**config.mk**
```make
export PLATFORM = sky130hd
export DESIGN_NAME = hazard_ctrl
export DESIGN_NICKNAME = d
export VERILOG_FILES = /design/src/rtl/hazard_ctrl.sv
export SDC_FILE = /design/constraint.sdc
export NUM_CORES = 1
export LEC_CHECK = 0
export BUFFER_PORTS_ARGS = -buffer_cell sky130_fd_sc_hd__buf_2
export CORE_UTILIZATION = 25
export CTS_CLUSTER_SIZE = 16
export DETAILED_ROUTE_END_ITERATION = 10
export SYNTH_ARGS = -nofsm -noshare
export SYNTH_HDL_FRONTEND = slang
export SYNTH_SLANG_ARGS = --single-unit
```
**constraint.sdc**
```tcl
create_clock -name clock -period 2.5 [get_ports clock]
set_input_delay 0.125 -clock clock [delete_from_list [all_inputs] [get_ports clock]]
set_output_delay 0.125 -clock clock [all_outputs]
set_load 0.01 [all_outputs]
```
**src/rtl/hazard_ctrl.sv**
```systemverilog
// hazard_ctrl
//   Hazard and forwarding controller for the in-order pipeline. It keeps a
//   scoreboard of the instructions issued past ID. Slot 1 is EX and slot DEPTH
//   is writeback. From that scoreboard it produces:
//     - the load/multi-cycle-use stall,
//     - the branch squash,
//     - the EX forward selects,
//     - the ID/EX writeback bypass.
//   It also keeps saturating stall and flush performance counters.
//
// Ports
//   clock, reset              rising-edge clock, synchronous active-high reset
//   id_valid                  ID holds a real instruction
//   id_rs, id_rt              ID source registers
//   id_use_rs, id_use_rt      ID actually reads the source
//   id_dst, id_wr             ID destination register and write enable
//   id_load, id_mul           ID is a load / a multi-cycle op (load wins)
//   branch_taken              branch resolved in slot BR_SLOT is taken
//   stall                     hold PC and IF/ID, bubble into slot 1
//   flush                     squash IF/ID and the slots younger than BR_SLOT
//   fwd_rs, fwd_rt            EX operand select: 0 = ID/EX operand,
//                             k = result held in slot k+1
//   id_wb_rs, id_wb_rt        ID/EX operand captures the writeback value
//   stall_cnt, flush_cnt      saturating cycle counters

module hazard_ctrl #(
  parameter int DEPTH      = 3,
  parameter int REG_AW     = 5,
  parameter int LOAD_READY = 3,
  parameter int MUL_READY  = 3,
  parameter int BR_SLOT    = 2,
  parameter int CNT_W      = 16,
  localparam int FW        = $clog2(DEPTH)
) (
  input  logic              clock,
  input  logic              reset,
  input  logic              id_valid,
  input  logic [REG_AW-1:0] id_rs,
  input  logic [REG_AW-1:0] id_rt,
  input  logic              id_use_rs,
  input  logic              id_use_rt,
  input  logic [REG_AW-1:0] id_dst,
  input  logic              id_wr,
  input  logic              id_load,
  input  logic              id_mul,
  input  logic              branch_taken,
  output logic              stall,
  output logic              flush,
  output logic [FW-1:0]     fwd_rs,
  output logic [FW-1:0]     fwd_rt,
  output logic              id_wb_rs,
  output logic              id_wb_rt,
  output logic [CNT_W-1:0]  stall_cnt,
  output logic [CNT_W-1:0]  flush_cnt
);

  // Wide enough to hold a ready slot number up to DEPTH.
  localparam int RW = $clog2(DEPTH + 1);

  // Scoreboard, index 1 = EX ... DEPTH = writeback.
  logic              sb_vld    [1:DEPTH];
  logic              sb_wr     [1:DEPTH];
  logic [REG_AW-1:0] sb_dst    [1:DEPTH];
  logic [RW-1:0]     sb_rdy    [1:DEPTH];
  logic [REG_AW-1:0] sb_rs     [1:DEPTH];
  logic [REG_AW-1:0] sb_rt     [1:DEPTH];
  logic              sb_use_rs [1:DEPTH];
  logic              sb_use_rt [1:DEPTH];

  logic              stall_hit;
  logic              issue;

  // A source depends on a slot's result only when the slot really writes a
  // register. Register 0 is hard-wired, so it never creates a dependency.
  function automatic logic src_hit(input logic              vld,
                                   input logic              wr,
                                   input logic [REG_AW-1:0] dst,
                                   input logic              use_src,
                                   input logic [REG_AW-1:0] src);
    return vld && wr && use_src && (src != '0) && (dst == src);
  endfunction

  // Returns the first slot at which the result of the ID instruction can be
  // forwarded.
  function automatic logic [RW-1:0] ready_slot(input logic ld, input logic ml);
    if (ld)      return RW'(LOAD_READY);
    else if (ml) return RW'(MUL_READY);
    else         return RW'(2);
  endfunction

  // The counter holds at all-ones instead of wrapping.
  function automatic logic [CNT_W-1:0] sat_inc(input logic [CNT_W-1:0] v);
    return (&v) ? v : v + 1'b1;
  endfunction

  // ---- ID stage: hazard detection against slots 1..DEPTH-1 ----
  // A producer in slot k reaches slot k+1 when the consumer enters EX. If that
  // slot is still short of the producer's ready slot, the consumer must wait.
  always_comb begin
    stall_hit = 1'b0;
    for (int k = 1; k < DEPTH; k++) begin
      if ((src_hit(sb_vld[k], sb_wr[k], sb_dst[k], id_use_rs, id_rs) ||
           src_hit(sb_vld[k], sb_wr[k], sb_dst[k], id_use_rt, id_rt)) &&
          ((k + 1) < 32'(sb_rdy[k])))
        stall_hit = 1'b1;
    end
  end

  // The branch squash wins over the stall. The instruction that would stall
  // is discarded anyway.
  always_comb begin
    flush = branch_taken && !reset;
    stall = id_valid && stall_hit && !flush && !reset;
    issue = id_valid && !stall && !flush;
  end

  // ---- ID stage: writeback bypass from slot DEPTH ----
  // The register-file write and the ID/EX capture happen on the same edge. The
  // read in ID would otherwise see the old register value.
  always_comb begin
    id_wb_rs = !reset && src_hit(sb_vld[DEPTH], sb_wr[DEPTH], sb_dst[DEPTH],
                                 id_use_rs, id_rs);
    id_wb_rt = !reset && src_hit(sb_vld[DEPTH], sb_wr[DEPTH], sb_dst[DEPTH],
                                 id_use_rt, id_rt);
  end

  // ---- EX stage: forward selects for the instruction in slot 1 ----
  // The scan runs from oldest to youngest, so the youngest (smallest k)
  // producer overwrites any older match.
  always_comb begin
    fwd_rs = '0;
    fwd_rt = '0;
    for (int k = DEPTH; k >= 2; k--) begin
      if (src_hit(sb_vld[k], sb_wr[k], sb_dst[k], sb_use_rs[1], sb_rs[1]))
        fwd_rs = FW'(k - 1);
      if (src_hit(sb_vld[k], sb_wr[k], sb_dst[k], sb_use_rt[1], sb_rt[1]))
        fwd_rt = FW'(k - 1);
    end
    if (!sb_vld[1] || reset) begin
      fwd_rs = '0;
      fwd_rt = '0;
    end
  end

  // ---- Scoreboard shift: valid bits and counters ----
  // On a flush, the instructions that were younger than the branch (old slots
  // 1..BR_SLOT-1) are killed as they shift. The branch and older slots move on
  // untouched.
  always_ff @(posedge clock) begin
    if (reset) begin
      for (int k = 1; k <= DEPTH; k++) sb_vld[k] <= 1'b0;
      stall_cnt <= '0;
      flush_cnt <= '0;
    end else begin
      sb_vld[1] <= issue;
      for (int k = 2; k <= DEPTH; k++)
        sb_vld[k] <= sb_vld[k-1] && !(flush && ((k - 1) < BR_SLOT));
      if (stall) stall_cnt <= sat_inc(stall_cnt);
      if (flush) flush_cnt <= sat_inc(flush_cnt);
    end
  end

  // ---- Scoreboard shift: payload ----
  // The payload fields are qualified by sb_vld, so they need no reset.
  always_ff @(posedge clock) begin
    sb_wr[1]     <= id_wr;
    sb_dst[1]    <= id_dst;
    sb_rdy[1]    <= ready_slot(id_load, id_mul);
    sb_rs[1]     <= id_rs;
    sb_rt[1]     <= id_rt;
    sb_use_rs[1] <= id_use_rs;
    sb_use_rt[1] <= id_use_rt;
    for (int k = 2; k <= DEPTH; k++) begin
      sb_wr[k]     <= sb_wr[k-1];
      sb_dst[k]    <= sb_dst[k-1];
      sb_rdy[k]    <= sb_rdy[k-1];
      sb_rs[k]     <= sb_rs[k-1];
      sb_rt[k]     <= sb_rt[k-1];
      sb_use_rs[k] <= sb_use_rs[k-1];
      sb_use_rt[k] <= sb_use_rt[k-1];
    end
  end

endmodule

```
==> results of run 1 <==
## cell usage in the layout (no fill, tap or decap), types with 3 or more instances in the layout
| master | instances |
|---|---|
| nor4_1 | 6 |
| o31ai_1 | 3 |
| nor3b_1 | 3 |
| nand3_1 | 10 |
| dfxtp_1 | 66 |
| or3_1 | 6 |
| nand4_1 | 16 |
| o41ai_1 | 3 |
| nor3_1 | 3 |
| nor2_1 | 29 |
| nor2b_1 | 4 |
| dlygate4sd3_1 | 20 |
| clkbuf_16 | 9 |
| o21ai_0 | 6 |
| and4_1 | 6 |
| xnor2_1 | 38 |
| a21oi_1 | 12 |
| inv_1 | 5 |
| buf_2 | 63 |
| o21ai_1 | 6 |
| nand2_1 | 21 |
| xor2_1 | 16 |
| buf_4 | 3 |
| or4_1 | 10 |
| and3_1 | 8 |
## registers in the layout, indices dropped and copies added, names as in the netlist
name       count
sb_rs          5
sb_dst        15
sb_use_rt      1
sb_rt          5
flush_cnt     16
sb_use_rs      1
sb_rdy         1
sb_vld         3
stall_cnt     16
sb_wr          3
## report_power, final
part / internal [mW] / switching (mW)
Combinational: 0.0859 / 0.0718
Sequential: 1.08 / 0.0371
Clock: 0.901 / 0.468
Total: 2.07 / 0.577
## synthesized netlist by cell type (2+ instances only)
cell / number
nand3_1: 10
nand4_1: 16
o21ai_0: 6
o21ai_1: 6
a21oi_1: 12
and4_1: 6
o31ai_1: 3
buf_6: 2
ha_1: 2
inv_1: 5
o41ai_1: 3
xor2_1: 16
xnor2_1: 38
dfxtp_1: 66
nor2b_1: 4
or4_1: 10
and3_1: 8
mux2_4: 2
o21ai_4: 2
nor3b_1: 3
nor2_1: 29
a31o_2: 2
or3_1: 6
clkbuf_1: 6
buf_1: 2
nor3_1: 3
nor4_1: 6
nand2_1: 21
## logic make-up after synthesis
logic type / count (synthesis) / share of synthesized area
simple gates: 130 / 0.254
xor+xnor: 54 / 0.161
buf+inv: 15 / 0.0243
compound gates: 38 / 0.0863
fa+ha+maj: 2 / 0.00854
mux: 3 / 0.0141
flops: 66 / 0.451
## metrics by stage
stage / instance area (sq um) / power, mW / utilization / setup slack [ps]
floorplan: 2930 / 1.22 / - / 651
global placement: 3390 / 1.27 / 0.297 / 370
detailed placement: 3390 / 1.28 / 0.297 / 249
CTS: 3920 / 2.69 / 0.344 / 45.5
global route: 3940 / 2.75 / 0.345 / 15.3
finish: 3940 / 2.65 / 0.345 / 147
## path summary, 6_finish.rpt
path                            cells past startpoint    startpoint      endpoint
worst max-delay path                                8      id_rt[3]         stall
worst min-delay path                                2  branch_taken  sb_vld[0][2]
worst max register to register                      6  sb_dst[0][6]  stall_cnt[3]
worst min register to register                      0   sb_wr[0][2]   sb_wr[0][3]
## routing by layer
| metal | share of wire | track usage |
|---|---|---|
| met1 | 0.46 | 0.148 |
| met2 | 0.47 | 0.210 |
| met3 | 0.058 | 0.0541 |
| met4 | 0.010 | 0.0348 |
| met5 | 0 | 0 |
## final cells by class
| cell class | count | area, sq um | share of cell area |
|---|---|---|---|
| Sequential cell | 66 | 1320 | 0.335 |
| Tap cell | 143 | 179 | 0.0454 |
| Clock inverter | 6 | 90.1 | 0.0229 |
| Multi-Input combinational cell | 228 | 1560 | 0.395 |
| Inverter | 5 | 18.8 | 0.00476 |
| Timing Repair Buffer | 86 | 538 | 0.137 |
| Clock buffer | 10 | 239 | 0.0606 |
## worst max-delay path, delay by kind of cell
kind            cells  cell delay, ps
compound gates      2             640
simple gates        3             620
buf+inv             3             830
## timing repair
item                                    CTS  global route
resized for setup                         0             1
endpoints found under the setup margin    0             2
endpoints found under the hold margin    19             0
hold buffers                             20             0
==> results.txt, run 1 <==
routed vias = 2,584
largest net degree at the start of global routing = 26
Critical Path AT = 2230 ps
Core ar. = 0.0114 sq mm
global-route wire length before repair = 11,500 um
ant diodes = 0
vias in the first global route = 2,456
TNS Setup = 0 ps
I/O pins = 64
setup violators final = 0
crit path max-delay cell type = dlygate4sd3_1
Worst-Margin Slew = 661 ps
proportion of layout cells with a drive suffix above 1 = 0.239
ANT nets after route = 0
P_leak = 1.53 nW
clock skew = 3.90 ps
clk sinks = 66
synth warn = 0
DIE AREA = 0.0122 sq mm
Hold Slack = 37.3 ps
fin cells = 544
Max-slew headroom = 0.555
# Post-CTS Setup Buffers = 0
Tcrit/Tclk final = 0.941
Clock H-tree levels = 3
Final min period = 2350 ps
final global-route overflow total = 0
Synth area leader = dfxtp_1
mapped cell area = 0.00293 sq mm
maximum clock rate = 0.425 GHz
DR vias/cell = 4.75
Pwr Density = 672 mW/mm^2
clock buffer depth = 2
outcome = completed
Netlist cell types = 41
Max Cap Viol = 0
most used cell along the critical path = buf_2
Seq/Total Area, Yosys = 0.451
Pre-Repair DR Iteration Count = 4
Final Max Tran Viols = 0
critical path launch point type = primary input
DRT iter0 DRCs = 72
Top FF cell, synth = dfxtp_1
Initial Util = 0.257
Critical Path, Cell by Cell = dlygate4sd3_1 -> buf_2 -> or4_1 -> o21ai_1 -> nor4_4 -> o21ai_4 -> nor2_1 -> buf_2
DP HPWL = 5440 um
Synth Area per Inst = 9.51 sq um
WL final = 7440 um
class of the worst hold path = primary input to flop
die width = 110 um
Tot GR Track Use = 0.126
Port Buffer Count = 63
Largest stage delay, worst path = 520 ps
cts bufs inserted = 9
nets@finish = 422
RSZ-0062 raised after global routing = false
Yosys reg bits = 66
worst-skew pair later-pin latency = 330 ps
Clock transition at path regs = 60 ps
FP Rows = 39
Residual DRC = 0
Layout fillers = 1,173
Syn Inst Count = 308
Clk Tree Root Cell = clkbuf_16
synthesized netlist net count = 334
Layout area overhead = 34.5%
top-area cell type share of the netlist area = 0.451
Post-synth ARST share = 0
CP Capture Type = output pin
initial antenna violation count = 0
worst-path maximum fanout = 13
Die Y = 110 um
Post-synth EDFFs = 0
Post-Place Cells = 507
Max VDD drop = 0.598 mV
GPL Wtd Cong = 0.852
WL/cell = 13.7 um
worst path required time = 2380 ps
r2r setup slk = 290 ps
WS Path Type = primary input to output pin
CTS tree = yes
top post-synthesis cells by area = dfxtp_1, xnor2_1, xor2_1, nor2_1, nand4_1
Final Hold Fails = 0
Power figures use the tool's default switching activity.
==> run 2, diff against run 1 <==
MAX_ROUTING_LAYER = met4   (was unset)
==> run 2 against run 1 <==
Effect of this change: largest cell class unchanged; setup slack better by 4.9 ps; critical path depth unchanged; register-to-register slack about the same; non-clock buffer count stayed put; first-iteration DRC count shrank 9.7%; via count up 0.23%; flip-flop and latch count is the same; die area unchanged; critical path type unchanged; sequential share of layout area stayed put; final cell count unchanged.
==> results.txt, run 2 (synthesized netlist as in run 1, its figures left out) <==
Layout area overhead = 34.5% (unchanged)
Pwr Density = 672 mW/mm^2 (about the same)
Clock H-tree levels = 3 (unchanged)
Die Y = 110 um (unchanged)
maximum clock rate = 0.426 GHz (+0.21%)
Critical Path AT = 2220 ps (about the same)
Critical path buffers and inverters = 3 (unchanged)
largest net degree at the start of global routing = 26 (unchanged)
WL/cell = 13.7 um (about the same)
FP Rows = 39 (unchanged)
WS Path Type = primary input to output pin
cts bufs inserted = 9 (unchanged)
initial antenna violation count = 0 (unchanged)
Top Registers = flush_cnt (16), stall_cnt (16), sb_dst (15)
GPL Wtd Cong = 0.866 (+1.6%)
global-route wire length before repair = 11,400 um (-0.30%)
worst-path maximum fanout = 13 (unchanged)
Comb power frac = 0.060 (about the same)
worst path required time = 2380 ps (about the same)
Final min period = 2350 ps (-4.93 ps)
die width = 110 um (unchanged)
critical path launch point type = primary input
Reg power frac = 0.423 (about the same)
DRT iter0 DRCs = 65 (-9.7%)
CP Capture Type = output pin
ant diodes = 0 (unchanged)
clock power share = 0.517 (about the same)
clock skew = 3.90 ps (unchanged)
Critical Path, Cell by Cell = dlygate4sd3_1 -> buf_2 -> or4_1 -> o21ai_1 -> nor4_4 -> o21ai_4 -> nor2_1 -> buf_2
delay-heaviest family, CP = buffers and inverters
Largest stage delay, worst path = 520 ps (about the same)
TNS Setup = 0 ps (unchanged)
met2 Usage GRT = 0.210 (+0.000444)
worst-skew pair later-pin latency = 330 ps (about the same)
CTS tree = yes
DP HPWL = 5440 um (unchanged)
nets@finish = 422 (unchanged)
DR vias/cell = 4.76 (+0.23%)
vias in the first global route = 2,457 (+0.041%)
Tot GR Track Use = 0.129 (+0.00299)
setup violators final = 0 (unchanged)
GRT met3 Usage = 0.0506 (-0.00353)
Max-slew headroom = 0.555 (unchanged)
outcome = completed
gr busiest metal = met2
Initial Util = 0.257 (unchanged)
most used cell along the critical path = buf_2
routed vias = 2,590 (+0.23%)
Hold Slack = 37.5 ps (+0.156 ps)
Net Switching = 579 uW (+0.35%)
Residual DRC = 0 (unchanged)
final global-route overflow total = 0 (unchanged)
crit path max-delay cell type = dlygate4sd3_1
Tcrit/Tclk final = 0.939 (-0.00197)
DIE AREA = 0.0122 sq mm (unchanged)
Pre-Repair DR Iteration Count = 4 (unchanged)
DP Worst Slack = 249 ps (unchanged)
WL final = 7440 um (about the same)
I/O pins = 64 (unchanged)
final worst setup slack = 152 ps (+4.93 ps)
Port Buffer Count = 63 (unchanged)
Final Hold Fails = 0 (unchanged)
Max VDD drop = 0.603 mV (+0.87%)
most frequent cells in the layout = dfxtp_1, buf_2, xnor2_1, nor2_1, nand2_1
Worst-Margin Slew = 661 ps (unchanged)
clk sinks = 66 (unchanged)
met1 global-route usage = 0.147 (-0.00108)
Clk Tree Root Cell = clkbuf_16
RSZ-0062 raised after global routing = false
Sw Share = 0.219 (+0.000597)
Core ar. = 0.0114 sq mm (unchanged)
Final Max Tran Viols = 0 (unchanged)
ANT nets after route = 0 (unchanged)
Max Cap Viol = 0 (unchanged)
proportion of layout cells with a drive suffix above 1 = 0.239 (unchanged)
commonest non-fill, non-tap cell in the layout = dfxtp_1
class of the worst hold path = primary input to flop
Clock transition at path regs = 60 ps (about the same)
P_int = 2.07 mW (about the same)
clock buffer depth = 2 (unchanged)
P_leak = 1.53 nW (unchanged)
run 2: routing by layer:
metal | vias to the layer above | share of wire
met3 | 7 | 0.059
met5 | - | 0
met1 | 1232 | 0.46
li1 | 1283 | -
met4 | 0 | 0.010
met2 | 68 | 0.47
run 2: layout make-up:
cell class / count / area (sq um)
fill: 1173 / 7480
multi-input combinational: 228 / 1560
sequential: 66 / 1320
timing repair buffer: 86 / 538
clock buffer: 10 / 239
tap: 143 / 179
clock inverter: 6 / 90.1
inverter: 5 / 18.8
run 2: what timing repair did:
item / in CTS / in global routing
setup buffers: 0 / 0
resized for setup: 0 / 1
setup endpoints to repair: 0 / 2
hold endpoints to repair: 19 / 0
hold buffers: 20 / 0
run 2: final timing paths:
| kind | endpoint | cells past startpoint | from | slack (ps) |
|---|---|---|---|---|
| hold / removal | sb_vld[0][2] | 2 | branch_taken | 40 |
| setup reg to reg | stall_cnt[3] | 6 | sb_dst[0][6] | 280 |
| hold reg to reg | sb_wr[0][3] | 0 | sb_wr[0][2] | 360 |
| setup / recovery | stall | 8 | id_rt[3] | 150 |
run 2: stage by stage:
| stage | instance area (sq um) | power, mW | util | std cells |
|---|---|---|---|---|
| final | 3940 | 2.65 | 0.345 | 544 |
| after detailed placement | 3390 | 1.28 | 0.297 | 507 |
| after floorplan | 2930 | 1.22 | - | 308 |
| after CTS | 3920 | 2.69 | 0.344 | 543 |
| after global routing | 3940 | 2.75 | 0.345 | 544 |
| after global placement | 3390 | 1.27 | 0.297 | 507 |
run 2: power groups by stage:
stage | clock, mW | sequential, mW | combinational [mW]
6_report | 1.37 | 1.12 | 0.158
2_1_floorplan | 0 | 1.13 | 0.0881
3_5_place_dp | 0 | 1.14 | 0.134
4_1_cts | 1.41 | 1.12 | 0.157
3_3_place_gp | 0 | 1.14 | 0.131
5_1_grt | 1.45 | 1.12 | 0.173
